===== src/rtl/master_port.sv =====
// master_port: serializes one parallel read/write request onto single-bit
// address/data lines under valid/ready and collects serial read data back
// into a one-cycle parallel response, with a stall timeout abort.
module master_port #(
  parameter int unsigned ADDR_WIDTH = 12,
  parameter int unsigned DATA_WIDTH = 8,
  parameter int unsigned TIMEOUT    = 255
) (
  input  logic                  clk,
  input  logic                  reset,
  input  logic                  req_valid,
  output logic                  req_ready,
  input  logic                  req_write,
  input  logic [ADDR_WIDTH-1:0] req_address,
  input  logic [DATA_WIDTH-1:0] req_wdata,
  output logic                  resp_valid,
  output logic                  resp_err,
  output logic [DATA_WIDTH-1:0] resp_rdata,
  output logic                  read_en,
  output logic                  write_en,
  output logic                  master_valid,
  input  logic                  slave_ready,
  output logic                  tx_address,
  output logic                  tx_data,
  input  logic                  slave_valid,
  output logic                  master_ready,
  input  logic                  rx_data
);

  localparam int unsigned CNT_W   = $clog2(ADDR_WIDTH + 1);
  localparam int unsigned STALL_W = (TIMEOUT > 0) ? $clog2(TIMEOUT + 1) : 1;

  typedef enum logic [1:0] {IDLE, SEND, RECV, RESP} state_t;

  state_t                state_q, state_d;
  logic [ADDR_WIDTH-1:0] addr_q, addr_d;
  logic [DATA_WIDTH-1:0] data_q, data_d;
  logic [DATA_WIDTH-1:0] rdata_q, rdata_d;
  logic                  write_q, write_d;
  logic                  err_q, err_d;
  logic [CNT_W-1:0]      bit_cnt_q, bit_cnt_d;
  logic [STALL_W-1:0]    stall_q, stall_d;
  logic                  timeout_hit;

  logic                  resp_valid_d, resp_err_d, read_en_d, write_en_d;
  logic                  master_valid_d, master_ready_d, tx_address_d, tx_data_d;
  logic [DATA_WIDTH-1:0] resp_rdata_d;

  // Idle is the only state that can take a new request.
  assign req_ready = (state_q == IDLE);

  // Next-state, datapath and next-output decode; outputs follow the next state so they register cleanly.
  always_comb begin
    state_d     = state_q;
    addr_d      = addr_q;
    data_d      = data_q;
    rdata_d     = rdata_q;
    write_d     = write_q;
    err_d       = err_q;
    bit_cnt_d   = bit_cnt_q;
    stall_d     = stall_q;
    timeout_hit = (TIMEOUT != 0) && (stall_q == STALL_W'(TIMEOUT));

    case (state_q)
      IDLE: begin
        if (req_valid) begin
          addr_d    = req_address;
          data_d    = req_write ? req_wdata : '0;
          write_d   = req_write;
          err_d     = 1'b0;
          rdata_d   = '0;
          bit_cnt_d = '0;
          stall_d   = '0;
          state_d   = SEND;
        end
      end
      SEND: begin
        if (slave_ready) begin
          addr_d  = {addr_q[ADDR_WIDTH-2:0], 1'b0};
          data_d  = {data_q[DATA_WIDTH-2:0], 1'b0};
          stall_d = '0;
          if (bit_cnt_q == CNT_W'(ADDR_WIDTH - 1)) begin
            bit_cnt_d = '0;
            state_d   = write_q ? RESP : RECV;
          end else begin
            bit_cnt_d = bit_cnt_q + CNT_W'(1);
          end
        end else if (timeout_hit) begin
          err_d     = 1'b1;
          stall_d   = '0;
          bit_cnt_d = '0;
          state_d   = RESP;
        end else begin
          stall_d = stall_q + STALL_W'(1);
        end
      end
      RECV: begin
        if (slave_valid) begin
          rdata_d = {rdata_q[DATA_WIDTH-2:0], rx_data};
          stall_d = '0;
          if (bit_cnt_q == CNT_W'(DATA_WIDTH - 1)) begin
            bit_cnt_d = '0;
            state_d   = RESP;
          end else begin
            bit_cnt_d = bit_cnt_q + CNT_W'(1);
          end
        end else if (timeout_hit) begin
          err_d     = 1'b1;
          stall_d   = '0;
          bit_cnt_d = '0;
          state_d   = RESP;
        end else begin
          stall_d = stall_q + STALL_W'(1);
        end
      end
      RESP: begin
        state_d = IDLE;
      end
      default: begin
        state_d = IDLE;
      end
    endcase

    master_valid_d = (state_d == SEND);
    master_ready_d = (state_d == RECV);
    write_en_d     = (state_d == SEND) && write_d;
    read_en_d      = ((state_d == SEND) && !write_d) || (state_d == RECV);
    tx_address_d   = (state_d == SEND) && addr_d[ADDR_WIDTH-1];
    tx_data_d      = (state_d == SEND) && data_d[DATA_WIDTH-1];
    resp_valid_d   = (state_d == RESP);
    resp_err_d     = (state_d == RESP) && err_d;
    resp_rdata_d   = ((state_d == RESP) && !err_d && !write_d) ? rdata_d : '0;
  end

  // State, shift registers, counters and registered outputs.
  always_ff @(posedge clk) begin
    if (reset) begin
      state_q      <= IDLE;
      addr_q       <= '0;
      data_q       <= '0;
      rdata_q      <= '0;
      write_q      <= 1'b0;
      err_q        <= 1'b0;
      bit_cnt_q    <= '0;
      stall_q      <= '0;
      resp_valid   <= 1'b0;
      resp_err     <= 1'b0;
      resp_rdata   <= '0;
      read_en      <= 1'b0;
      write_en     <= 1'b0;
      master_valid <= 1'b0;
      master_ready <= 1'b0;
      tx_address   <= 1'b0;
      tx_data      <= 1'b0;
    end else begin
      state_q      <= state_d;
      addr_q       <= addr_d;
      data_q       <= data_d;
      rdata_q      <= rdata_d;
      write_q      <= write_d;
      err_q        <= err_d;
      bit_cnt_q    <= bit_cnt_d;
      stall_q      <= stall_d;
      resp_valid   <= resp_valid_d;
      resp_err     <= resp_err_d;
      resp_rdata   <= resp_rdata_d;
      read_en      <= read_en_d;
      write_en     <= write_en_d;
      master_valid <= master_valid_d;
      master_ready <= master_ready_d;
      tx_address   <= tx_address_d;
      tx_data      <= tx_data_d;
    end
  end

endmodule


===== config.mk =====
export PLATFORM = sky130hd
export DESIGN_NAME = master_port
export DESIGN_NICKNAME = d
export VERILOG_FILES = /design/src/rtl/master_port.sv
export SDC_FILE = /design/constraint.sdc
export NUM_CORES = 1
export LEC_CHECK = 0
export CAP_MARGIN = 20
export CELL_PAD_IN_SITES_DETAIL_PLACEMENT = 1
export CELL_PAD_IN_SITES_GLOBAL_PLACEMENT = 2
export CORE_MARGIN = 3
export CORE_UTILIZATION = 31
export DETAILED_ROUTE_END_ITERATION = 8
export PLACE_DENSITY_LB_ADDON = 0.2
export SYNTH_ARGS = -nofsm -noshare
export SYNTH_HDL_FRONTEND = slang
export SYNTH_SLANG_ARGS = --single-unit

===== constraint.sdc =====
create_clock -name clk -period 3.17 [get_ports clk]
set_clock_uncertainty 0.1 [all_clocks]
set_input_delay 0.634 -clock clk [delete_from_list [all_inputs] [get_ports clk]]
set_output_delay 0.634 -clock clk [all_outputs]
set_load 0.05 [all_outputs]

==> run summary, run 1 <==
Status: finished clean
Placed cell count: 416
Post-synth EDFFs: 0
DP HPWL: 4640 µm
Kind of critical path: flop to primary output
Die H: 96.4 µm
Largest area contributor in the netlist: dfxtp_1
Vias/cell: 5.19
CP max stage cell: clkdlybuf4s50_1
Layout cells sized above 1: 9.70%
Reg clk slew, reported paths: 70 ps
Via count: 2,242
Tightest Pin Transition: 654 ps
Endpoints failing setup: 0
Max Fanout on Critical Path: 6
CP bufs+invs: 2
Vias in the first global route: 2,272
Net count reported at finish: 359
Mean Syn Cell Area: 8.95 µm²
DR WL/cell: 15.7 µm
ANT nets after route: 0
Cts hold-fix bufs: 0
Multi-input logic area: 1210 µm²
RD Place Congestion: 0.754
Max Clock Freq: 0.351 GHz
Tcrit/Tclk final: 89.8%
VDD IR max: 0.245 mV
Crit path largest cell delay: 860 ps
Clk buf depth: 2
Startpoint types: flop
Top cells by area, synth: dfxtp_1 47%, nor2_1 7.1%, a221oi_1 5.5%
Drt first pass iters: 4
Sw frac: 33.6%
First-pass GRT wire length: 11,100 µm
Place WS: 243 ps
Initial antenna violation count: 0
DRT iter0 DRCs: 77
CTS sink cnt: 60
Slew HR: 56.2%
Die width: 96.4 µm
Die area: 9290 µm²
FFs w/ async S/R, synth: 0%
Synthesized instance count: 283
Post-route minimum period: 2850 ps
Total CTS buffers: 9
Hold Slack: 363 ps
Largest net degree at the start of global routing: 42
CTS tree: yes
Final worst slack: 324 ps
Synth top area share: 47.4%
Seq/Total Area, Yosys: 47.4%
Synth cell types: 47
Register area: 1200 µm²
H-tree depth: 3
RSZ-0062 raised after global routing: no
Root Driver: clkbuf_8
IO Pins: 44
Crit-path cells: inv_1 > ha_1 > clkdlybuf4s50_1
Clock power share: 32.0%
Setup TNS: 0 ps
Core Region: 7850 µm²
Power Density: 607 nW/µm²
Initial Util: 32.3%
Delay-heaviest family, CP: buffers and inverters
NetSw: 0.659 mW
Max Cap Viol: 0
Final Hold Viols: 0
Fin. max-slew vios: 0
# rows: 32
Global-route usage over all layers: 15.6%
Post-CTS Resized: 0
Combinational Power Share: 24.3%
DR DRC count: 0
P_leak: 1.14 nW
Net Count, Synth: 317
Crit path arrival time: 2110 ps
Clock Latency Late Sink: 350 ps
Critical Path RT: 2440 ps
Remaining global-route overflow: 0
Area Growth Syn to Fin: 27.6%
Min-delay worst type: flop to flop
Post-CTS Setup Repair Bufs: 0
# fillers: 950
Critical Path End Type: primary output
Mapped cell area: 2530 µm²
Port Buffers: 43
Fin cells: 432
Total Wirelength: 6790 µm
#FFs+latches synth: 60
# diodes: 0
Pint: 1.30 mW
Post-synth top flop: dfxtp_1
Ys Warns: 0
Reg power frac: 43.6%
==> area by class of cell <==
| type | count | area share, % |
|---|---|---|
| Sequential cell | 60 | 37.2 |
| Tap cell | 102 | 3.95 |
| Timing Repair Buffer | 48 | 14.5 |
| Inverter | 12 | 1.39 |
| Clock inverter | 5 | 1.12 |
| Multi-Input combinational cell | 194 | 37.5 |
| Clock buffer | 11 | 4.37 |
==> worst paths after layout <==
check / startpoint / to / slack, ps / cells past startpoint
setup / recovery: state_q[0] / req_ready / 320 / 3
hold / removal: data_q[0] / data_q[0] / 360 / 2
setup reg to reg: state_q[0] / resp_rdata[1] / 430 / 7
hold reg to reg: data_q[0] / data_q[0] / 360 / 2
==> registers in the layout, indices dropped and copies added (netlist names), 2 cells and up <==
| signal | count |
|---|---|
| stall_q | 8 |
| state_q | 2 |
| addr_q | 12 |
| resp_rdata | 8 |
| rdata_q | 8 |
| bit_cnt_q | 4 |
| data_q | 8 |
==> per-layer routing <==
metal | track usage (%) | wire length [µm] | up-vias
met5 | 0 | 0 | -
met4 | 4.91 | 83 | 0
met3 | 4.73 | 235 | 8
met2 | 26.0 | 3170 | 31
met1 | 19.3 | 3300 | 1091
li1 | - | - | 1112
==> Yosys cell counts (all sizes together), types with 3 or more instances <==
cell type and n:
nor2 48, nor3 29, clkbuf 14, dfxtp 60, o22ai 3, nand2 8
or2 4, and3 3, nor2b 3, buf 3, a221oi 16, o21ai 8
a22oi 8, inv 12, and2 4, a31oi 3, a21oi 9, xor2 3
nand3 8, ha 7
==> worst reg2reg max path, cell delays in order, from the launching register on <==
cell       delay (ps)
dfxtp_1           380
inv_1             180
ha_1              350
nor2b_1           510
a2bb2oi_1         170
a31o_1            260
a311o_1           490
nor3_2            240
==> placed cells by master, fill, tap and decap left out, types with 3 or more instances in the layout <==
master | netlist | layout
nand2_1 | 8 | 8
clkinvlp_4 | 0 | 3
xor2_1 | 3 | 3
and3_1 | 3 | 3
nor2b_1 | 3 | 3
a22oi_1 | 8 | 8
a31oi_1 | 3 | 3
clkdlybuf4s50_1 | 0 | 43
ha_1 | 7 | 7
inv_1 | 11 | 11
o21ai_0 | 6 | 6
clkbuf_8 | 0 | 10
o22ai_1 | 3 | 3
buf_4 | 0 | 5
a21oi_1 | 9 | 9
and2_1 | 4 | 4
nor3_1 | 21 | 21
dfxtp_1 | 60 | 60
nor3_2 | 8 | 8
nand3_1 | 8 | 8
nor2_1 | 48 | 48
a221oi_1 | 16 | 16
==> power groups by stage <==
| stage | registers [mW] | logic [mW] | clock network, mW |
|---|---|---|---|
| after CTS | 0.857 | 0.483 | 0.652 |
| after detailed placement | 0.873 | 0.479 | 0 |
| after floorplan | 0.901 | 0.292 | 0 |
| final | 0.857 | 0.477 | 0.629 |
| after global placement | 0.872 | 0.473 | 0 |
| after global routing | 0.867 | 0.529 | 0.681 |
==> metrics by stage <==
stage,area (µm²),utilization [%],total power [mW]
final,3230,41.2,1.96
after global routing,3230,41.2,2.08
after global placement,3060,38.9,1.35
after floorplan,2530,-,1.19
after detailed placement,3060,38.9,1.35
after CTS,3230,41.2,1.99
==> logic make-up after synthesis <==
family	share of synthesized area, %
compound gates	19.1
xor+xnor	1.73
fa+ha+maj	3.46
buf+inv	4.69
flops	47.4
simple gates	23.6
(Power assumes the default switching activity.)
==> run 2, diff against run 1 <==
--- a/config.mk
+++ b/config.mk
@@ -8,7 +8,7 @@
 export CAP_MARGIN = 20
 export CELL_PAD_IN_SITES_DETAIL_PLACEMENT = 1
 export CELL_PAD_IN_SITES_GLOBAL_PLACEMENT = 2
-export CORE_MARGIN = 3
+export CORE_MARGIN = 2
 export CORE_UTILIZATION = 31
 export DETAILED_ROUTE_END_ITERATION = 8
 export PLACE_DENSITY_LB_ADDON = 0.2
==> run 2 against run 1 <==
Compared with the run above:
- worst hold slack lost 3.4 ps
- non-clock buffer count is the same
- count of clock-buffer cells in the layout increased by 1
- wire length down 2.5%
- largest cell class unchanged
- via count is 0.85% lower
- global-route usage up 0.49 points
- core utilization is 0.53 points higher
- final area grew 0.77%
- critical path depth is the same
- combinational power shrank 0.8%
==> run summary, run 2 (synthesis gave the netlist of run 1 again) <==
Max Clock Freq: 0.364 GHz
# diodes: 0
CTS sink cnt: 60
Slew HR: 55.3%
Endpoints failing setup: 0
Hold Slack: 360 ps
Kind of critical path: flop to primary output
Status: finished clean
First-pass GRT wire length: 11,100 µm
Post-CTS Setup Repair Bufs: 0
Min-delay worst type: flop to flop
Clock Latency Late Sink: 340 ps
Layout cells sized above 1: 9.70%
Max Fanout on Critical Path: 5
Worst-case reg-to-reg path depth: 7
Initial Util: 32.5%
Max Cap Viol: 0
Total CTS buffers: 9
# fillers: 931
Critical Path RT: 2440 ps
Initial antenna violation count: 0
Drt first pass iters: 4
Total power: 2.03 mW
Cts hold-fix bufs: 0
Combinational Power Share: 23.4%
DRT iter0 DRCs: 71
Place WS: 251 ps
Final core utilization: 41.7%
RSZ-0062 raised after global routing: no
Remaining global-route overflow: 0
Vias/cell: 5.15
Crit path arrival time: 2020 ps
Reg clk slew, reported paths: 70 ps
Port Buffers: 43
# rows: 32
P_leak: 1.16 nW
CTS tree: yes
Fin. max-slew vios: 0
Via count: 2,223
Commonest cells after routing, fill and taps aside: 60 x dfxtp_1, 48 x nor2_1, 43 x clkdlybuf4s50_1
Root Driver: clkbuf_8
Post-CTS Resized: 0
Critical Path End Type: primary output
Die width: 94.4 µm
Clk buf depth: 2
Startpoint types: flop
Tightest Pin Transition: 668 ps
Total Wirelength: 6620 µm
Largest register FFs: 12
H-tree depth: 3
Most flop-heavy register: addr_q
Setup TNS: 0 ps
Largest net degree at the start of global routing: 42
Die area: 8910 µm²
Die H: 94.4 µm
ANT nets after route: 0
Final Hold Viols: 0
Area Growth Syn to Fin: 28.6%
Commonest non-fill, non-tap cell in the layout: dfxtp_1
Pint: 1.40 mW
Crit path largest cell delay: 850 ps
Worst hold path depth: 2
Net count reported at finish: 359
Power Density: 622 nW/µm²
VDD IR max: 0.239 mV
DR DRC count: 0
Clock power share: 34.5%
Crit-path cells: inv_1 > ha_1 > clkdlybuf4s50_1
RD Place Congestion: 0.800
DP HPWL: 4640 µm
Reg power frac: 42.2%
IO Pins: 44
Global-route usage over all layers: 16.1%
Sw frac: 30.8%
CP max stage cell: clkdlybuf4s50_1
Core Region: 7810 µm²
Post-route minimum period: 2750 ps
Vias in the first global route: 2,286
DR WL/cell: 15.3 µm
Final worst slack: 421 ps
Tcrit/Tclk final: 86.7%
NetSw: 0.625 mW
==> run 2: cell count changes in the layout (fill, tap and decap cells not counted) <==
cell	previous run	this run
clkinvlp_4	3	1
inv_6	1	0
bufinv_16	0	1
clkinv_2	1	2
clkbuf_8	10	11
==> run 2: worst max-delay path, delay by kind of cell, from the launching register on <==
family / cells / cell delay [ps]
buffers and inverters: 2 / 1010
adders and majority gates: 1 / 310
DFF: 1 / 360
==> run 2: final cells by class <==
class	instances	area, µm²	share of cell area [%]
Clock buffer	12	155	4.76
Clock inverter	4	47.5	1.46
Inverter	12	45.0	1.38
Multi-Input combinational cell	194	1210	37.3
Sequential cell	60	1200	36.9
Tap cell	102	128	3.92
Timing Repair Buffer	48	468	14.4
==> run 2: stage by stage <==
step / area (µm²) / cells
global placement: 3060 / 416
detailed placement: 3060 / 416
finish: 3260 / 432
floorplan: 2530 / 283
CTS: 3260 / 432
global route: 3260 / 432
==> run 2: power groups by stage <==
stage                     Clock (mW)  Combinational [mW]  Sequential [mW]
after global placement             0               0.471            0.870
after floorplan                    0               0.292            0.901
final                          0.698               0.473            0.855
after global routing           0.757               0.527            0.861
after detailed placement           0               0.476            0.872
after CTS                      0.725               0.478            0.855
==> run 2: path summary, 6_finish.rpt <==
| check | startpoint | to | slack (ps) |
|---|---|---|---|
| worst min register to register | data_q[0] | data_q[0] | 360 |
| worst min-delay path | data_q[0] | data_q[0] | 360 |
| worst max-delay path | state_q[0] | req_ready | 420 |
| worst max register to register | state_q[0] | resp_rdata[4] | 490 |
==> run 2: layer usage <==
layer  global-route usage (%)  part of all wire, %  vias to the layer above
met5                        0                    0                        -
li1                         -                    -                     1110
met3                     4.39                  3.2                        7
met1                     20.0                   47                     1076
met4                     5.80                  1.4                        0
met2                     26.8                   48                       30
